[src/rtl/mtsp_sf_rcp_nr_if.sv]
// Operand/result handshake bundle for the SF-path reciprocal unit.
// The unit connects through the slave modport; the producer/consumer side uses master.
interface mtsp_sf_rcp_nr_if #(
   parameter int MW   = 23,
   parameter int TAGW = 4
);
   logic            in_valid;
   logic            in_ready;
   logic [MW-1:0]   in_m;
   logic [TAGW-1:0] in_tag;
   logic            out_valid;
   logic            out_ready;
   logic [MW:0]     out_rcp;
   logic [TAGW-1:0] out_tag;
   logic            busy;

   modport master (
      output in_valid, in_m, in_tag, out_ready,
      input  in_ready, out_valid, out_rcp, out_tag, busy
   );

   modport slave (
      input  in_valid, in_m, in_tag, out_ready,
      output in_ready, out_valid, out_rcp, out_tag, busy
   );
endinterface

[src/rtl/mtsp_sf_rcp_nr.sv]
// Iterative reciprocal 1/(1.M) in Q1.MW: seed ROM followed by ITER Newton-Raphson steps.
// Internal datapath is unsigned Q2.(MW+GW); one operation in flight.
module mtsp_sf_rcp_nr #(
   parameter int MW   = 23,
   parameter int IW   = 8,
   parameter int SW   = 8,
   parameter int ITER = 2,
   parameter int TAGW = 4,
   parameter int GW   = 4
) (
   input logic                clk,
   input logic                rst,
   mtsp_sf_rcp_nr_if.slave    bus
);
   localparam int F = MW + GW;
   localparam int W = F + 2;

   typedef enum logic [2:0] {S_IDLE, S_SEED, S_MUL_A, S_MUL_B, S_DONE} state_t;

   state_t          state, state_nx;
   logic [MW-1:0]   m_q;
   logic [TAGW-1:0] tag_q;
   logic [1:0]      iter_q;
   logic [W-1:0]    x_q, t_q;
   logic [MW:0]     rcp_q;

   // round(2^SW / (1 + (i+0.5)/2^IW)) evaluated as exact integer division
   function automatic logic [SW:0] seed_entry(input int i);
      longint num, den;
      num = longint'(1) <<< (SW + IW + 2);
      den = (longint'(1) <<< (IW + 1)) + 2 * longint'(i) + 1;
      return (SW+1)'((num + den) / (2 * den));
   endfunction

   // NOTE: the seed ROM is constant logic built at elaboration, so it has no reset.
   logic [SW:0] rom [2**IW];
   for (genvar g = 0; g < 2**IW; g++) begin : g_rom
      assign rom[g] = seed_entry(g);
   end

   logic [W-1:0]   d_w, x_seed, two_minus_t, t_new, x_new;
   logic [2*W-1:0] prod_a, prod_b;
   logic [W:0]     x_rnd;
   logic [MW+2:0]  rnd;
   logic [MW:0]    rcp_final;

   always_comb begin
      d_w         = {2'b01, m_q, {GW{1'b0}}};
      x_seed      = {{(W-SW-1){1'b0}}, rom[m_q[MW-1 -: IW]]} << (F - SW);
      prod_a      = {{W{1'b0}}, d_w} * {{W{1'b0}}, x_q};
      t_new       = prod_a[F +: W];
      two_minus_t = (W'(1) << (F + 1)) - t_q;
      prod_b      = {{W{1'b0}}, x_q} * {{W{1'b0}}, two_minus_t};
      x_new       = prod_b[F +: W];
      x_rnd       = {1'b0, x_new} + (W+1)'(1 << (GW - 1));
      rnd         = x_rnd[W:GW];
      // Rounding can only reach 1.0 here because M==0 never enters the loop
      rcp_final   = (rnd[MW+2:MW] != 3'b000) ? {1'b0, {MW{1'b1}}} : rnd[MW:0];
   end

   // NOTE: every variable assigned in always_comb gets a default first, so no latch is inferred.
   always_comb begin
      state_nx = state;
      case (state)
         S_IDLE:  if (bus.in_valid) state_nx = (bus.in_m == '0) ? S_DONE : S_SEED;
         S_SEED:  state_nx = S_MUL_A;
         S_MUL_A: state_nx = S_MUL_B;
         S_MUL_B: state_nx = (iter_q == 2'(ITER - 1)) ? S_DONE : S_MUL_A;
         S_DONE:  if (bus.out_ready) state_nx = S_IDLE;
         default: state_nx = S_IDLE;
      endcase
   end

   // NOTE: sequential state uses non-blocking assignments so all registers update together.
   always_ff @(posedge clk) begin
      if (rst) begin
         state  <= S_IDLE;
         m_q    <= '0;
         tag_q  <= '0;
         iter_q <= '0;
         x_q    <= '0;
         t_q    <= '0;
         rcp_q  <= '0;
      end else begin
         state <= state_nx;
         case (state)
            S_IDLE: if (bus.in_valid) begin
               m_q    <= bus.in_m;
               tag_q  <= bus.in_tag;
               iter_q <= '0;
               if (bus.in_m == '0) rcp_q <= {1'b1, {MW{1'b0}}};
            end
            S_SEED:  x_q <= x_seed;
            S_MUL_A: t_q <= t_new;
            S_MUL_B: begin
               x_q    <= x_new;
               iter_q <= iter_q + 2'd1;
               if (state_nx == S_DONE) rcp_q <= rcp_final;
            end
            default: ;
         endcase
      end
   end

   assign bus.in_ready  = (state == S_IDLE);
   assign bus.out_valid = (state == S_DONE);
   assign bus.busy      = (state != S_IDLE);
   assign bus.out_rcp   = rcp_q;
   assign bus.out_tag   = tag_q;

   // Product bits outside the kept window are discarded by design
   logic unused_bits;
   assign unused_bits = ^{prod_a[2*W-1:F+W], prod_a[F-1:0],
                          prod_b[2*W-1:F+W], prod_b[F-1:0], x_rnd[GW-1:0]};
endmodule

[src/flat_wrapper.sv]
// flat-port wrapper written by rule: the top's interface ports become plain ports
module mtsp_sf_rcp_nr_flat 
#(
   parameter int MW   = 23,
   parameter int IW   = 8,
   parameter int SW   = 8,
   parameter int ITER = 2,
   parameter int TAGW = 4,
   parameter int GW   = 4
)
  (clk, rst, bus_in_valid, bus_in_m, bus_in_tag, bus_out_ready, bus_in_ready, bus_out_valid, bus_out_rcp, bus_out_tag, bus_busy);
  mtsp_sf_rcp_nr_if #(.MW(MW), .TAGW(TAGW)) bus_i ();
  input logic clk;
  input logic rst;
  input wire logic [$bits(bus_i.in_valid)-1:0] bus_in_valid;
  input wire logic [$bits(bus_i.in_m)-1:0] bus_in_m;
  input wire logic [$bits(bus_i.in_tag)-1:0] bus_in_tag;
  input wire logic [$bits(bus_i.out_ready)-1:0] bus_out_ready;
  output wire logic [$bits(bus_i.in_ready)-1:0] bus_in_ready;
  output wire logic [$bits(bus_i.out_valid)-1:0] bus_out_valid;
  output wire logic [$bits(bus_i.out_rcp)-1:0] bus_out_rcp;
  output wire logic [$bits(bus_i.out_tag)-1:0] bus_out_tag;
  output wire logic [$bits(bus_i.busy)-1:0] bus_busy;
  assign bus_i.in_valid = bus_in_valid;
  assign bus_i.in_m = bus_in_m;
  assign bus_i.in_tag = bus_in_tag;
  assign bus_i.out_ready = bus_out_ready;
  assign bus_in_ready = bus_i.in_ready;
  assign bus_out_valid = bus_i.out_valid;
  assign bus_out_rcp = bus_i.out_rcp;
  assign bus_out_tag = bus_i.out_tag;
  assign bus_busy = bus_i.busy;
  mtsp_sf_rcp_nr #(.MW(MW), .IW(IW), .SW(SW), .ITER(ITER), .TAGW(TAGW), .GW(GW)) u_core (.clk(clk), .rst(rst), .bus(bus_i));
endmodule
[config.mk]
export PLATFORM = sky130hd
export DESIGN_NAME = mtsp_sf_rcp_nr_flat
export DESIGN_NICKNAME = d
export VERILOG_FILES = /design/src/rtl/mtsp_sf_rcp_nr_if.sv /design/src/rtl/mtsp_sf_rcp_nr.sv /design/src/flat_wrapper.sv
export SDC_FILE = /design/constraint.sdc
export NUM_CORES = 2
export LEC_CHECK = 0
export CAP_MARGIN = 10
export CORE_ASPECT_RATIO = 0.6
export CORE_MARGIN = 4
export CORE_UTILIZATION = 49
export DETAILED_ROUTE_END_ITERATION = 12
export PLACE_DENSITY_LB_ADDON = 0.25
export SYNTH_ARGS = -nofsm -noshare
export SYNTH_HDL_FRONTEND = slang
export SYNTH_SLANG_ARGS = --single-unit
[constraint.sdc]
create_clock -name clk -period 14 [get_ports clk]
set_clock_uncertainty 0.05 [all_clocks]
set_input_delay 2.8 -clock clk [delete_from_list [all_inputs] [get_ports clk]]
set_output_delay 2.8 -clock clk [all_outputs]
set_load 0.03 [all_outputs]
==> impl_metrics.tcl <==
set metrics [dict create \
    grt_max_degree 74 \
    io_buffer_count 61 \
    path_max_fanout 23 \
    p_per_area_mw_per_mm2 59.4 \
    crit_type "register to register" \
    multi_input_area_sq_mm 0.0464 \
    track_usage_pct 28.4 \
    power_switching_uw 2030 \
    core-area_sq_mm 0.112 \
    hpwl_microns 121000 \
    worst-path-buf-inv 6 \
    fin_crit_sh_pct 82.7 \
    ir_drop_mv 0.162 \
    cts_inserted_buffers 17 \
    ys.flop_type "dfxtp_1" \
    switching_share_pct 59.1 \
    clockBufferDepth 2 \
    cts_root_buf "clkbuf_16" \
    drt_iter0_drc 3758 \
    die-area_sq_mm 0.119 \
    cts_sinks 114 \
    final_cell_mix "inv_1 (1,446), fa_1 (1,312), nand2_1 (1,097)" \
    synth_edf_count 0 \
    p_int_uw 1410 \
    htreeDepth 4 \
    cp.arrival_ps 11860 \
    setup_tns_ps 0 \
    hold_ws_ps 403 \
    post_cts_buffers 0 \
    clk_latency_ps 490 \
    area.sequential_sq_mm 0.00233 \
    area_delta_synth_final_pct 4.58 \
    ctsResizeCount 0 \
    routed_via_density 5.48 \
    hp-class "register to register" \
    drt-pass1-iter-count 9 \
    postSynthAreaPerCell_sq_um 8.61 \
    die_h_microns 268 \
    pwr-share-seq_pct 11.5 \
    netlist_area_sq_mm 0.0554 \
    synthTopCellsByArea "fa_1 (47%), inv_1 (9.8%), ha_1 (9.4%), nand2_1 (7.4%), and2_1 (7.2%)" \
    status "finished, final reports clean" \
    synth_seq_cells 114 \
    drt-total-wl_microns 162000 \
    io_pins 62 \
    combPwrFrac_pct 74.6 \
    ys_seq_area_share_pct 4.12 \
    die_w_microns 442 \
    crit_top_cell "fa_1" \
    hold_buffers 0 \
    cp-start-kind "register" \
    rows 95 \
    drcViolationCount 0 \
    crit_slowest_cell "nor2_2" \
    yosys.area.top_type_share_pct 47.4 \
    drtAntennaViolNets 0 \
    fmax_ghz 0.0864 \
    maxCapViolCount 0 \
    cts_tree "built" \
    vias 42300 \
    fillCellCount 10500 \
    synth_area_leader_cell "fa_1" \
    syn_inst 6431 \
    crit_path_end_kind "register" \
    leakagePower_uw 0.0285 \
    worst_pin_slew_ps 1160 \
    start_util_pct 49.4 \
    cp.required_ps 14290 \
    setup_violations 0 \
    rsz0062_at_grt "false" \
    ys.warnings.count 0 \
    slew_viol_final 0 \
    synth_cell_type_count 102 \
    synth_nets 8192 \
    clk_pin_slew_ps 70 \
    grt-ovfl-total 0 \
    relSlewSlack_pct 22.5 \
    max_stage_delay_ps 730 \
    hold_viol 0 \
    p_clk_share_pct 13.9 \
    async_flop_share_pct 0 \
    fin_nets 7952 \
    wl_per_cell_microns 21.0 \
    grt_pass1_vias 44400 \
    period_needed_ps 11570 \
    gp_congestion 0.928 \
    grt_pass1_wl_microns 261000 \
    layout_commonest_cell "inv_1" \
    antenna_found_initial 3 \
    drive_gt1_share_pct 4.01 \
    critical-path-top-delay-family "adder cells" \
]
## cell usage after synthesis, types with 25 or more instances
master / instances
inv_1: 1446
fa_1: 1312
nand2_1: 1097
and2_1: 634
ha_1: 418
clkbuf_1: 390
a21oi_1: 202
nor2_1: 127
dfxtp_1: 114
o21ai_0: 75
xnor2_1: 70
a21o_1: 41
nand3_1: 40
nor3_1: 37
xor2_1: 30
nand4_1: 25
## power by group through the flow
| stage | Combinational (uW) | Sequential [uW] | Clock (uW) |
|---|---|---|---|
| after global placement | 2470 | 400 | 0 |
| after detailed placement | 2500 | 401 | 0 |
| final | 2570 | 396 | 480 |
| after floorplan | 1660 | 357 | 0 |
| after CTS | 2520 | 393 | 489 |
| after global routing | 2810 | 397 | 499 |
## final cells by class
type,count,share of cell area [%]
multi-input cells,4458,80.1
inverters,1447,9.37
flip-flops and latches,114,4.03
well taps,1503,3.25
repair buffers,153,2.24
clock buffers,18,0.777
clock inverters,14,0.263
diodes,4,0.0173
## stage by stage
step	setup WS, ps	power [uW]	cells	cell area, sq um	utilization, %
2_1_floorplan	4320	2020	6431	55400	-
3_3_place_gp	2810	2870	7675	57300	51.1
3_5_place_dp	2710	2900	7675	57300	51.1
4_1_cts	2630	3400	7707	57900	51.7
5_1_grt	1850	3710	7707	57900	51.7
6_report	2430	3440	7711	57900	51.7
## worst paths after layout
check                              startpoint  depth (start not counted)                endpoint  slack [ps]
worst min register to register  u_core.m_q[6]                          2           u_core.m_q[6]         400
worst max-delay path            u_core.t_q[2]                         32  u_core.bus.out_rcp[22]        2430
worst min-delay path            u_core.m_q[6]                          2           u_core.m_q[6]         400
worst max register to register  u_core.t_q[2]                         32  u_core.bus.out_rcp[22]        2430
## worst reg2reg max path: cells and delay by family (launching register included)
| kind | cells | cell delay, ps |
|---|---|---|
| flip-flops | 1 | 380 |
| AO/OA/AOI/OAI | 8 | 2300 |
| buffers and inverters | 6 | 920 |
| adder cells (fa/ha/maj) | 9 | 4240 |
| AND/OR/NAND/NOR | 9 | 3530 |
## cells by family after synthesis
group,synth area share (%)
AOI/OAI and AO/OA,6.61
xor gates and xnor gates,1.64
adders and majority gates,56.9
buffers and inverters,12.6
DFF,4.12
muxes,0.0723
and+or+nand+nor,18.1
## state kept, by name, summed over array words and instances, names as in the netlist
name                count
u_core.state            3
u_core.iter_q           2
u_core.m_q             23
u_core.bus.out_rcp     24
u_core.t_q             29
u_core.bus.out_tag      4
u_core.x_q             29
## routing by layer
layer  vias to the layer above  global-route usage [%]  routed length (microns)
li1                      18500                       -                        -
met1                     21600                    43.6                    75100
met2                      2000                    40.1                    65100
met3                       211                    7.48                    18000
met4                         2                    6.21                     3770
met5                         -                       0                       13
Note: power is estimated with default switching activity, not from simulation.
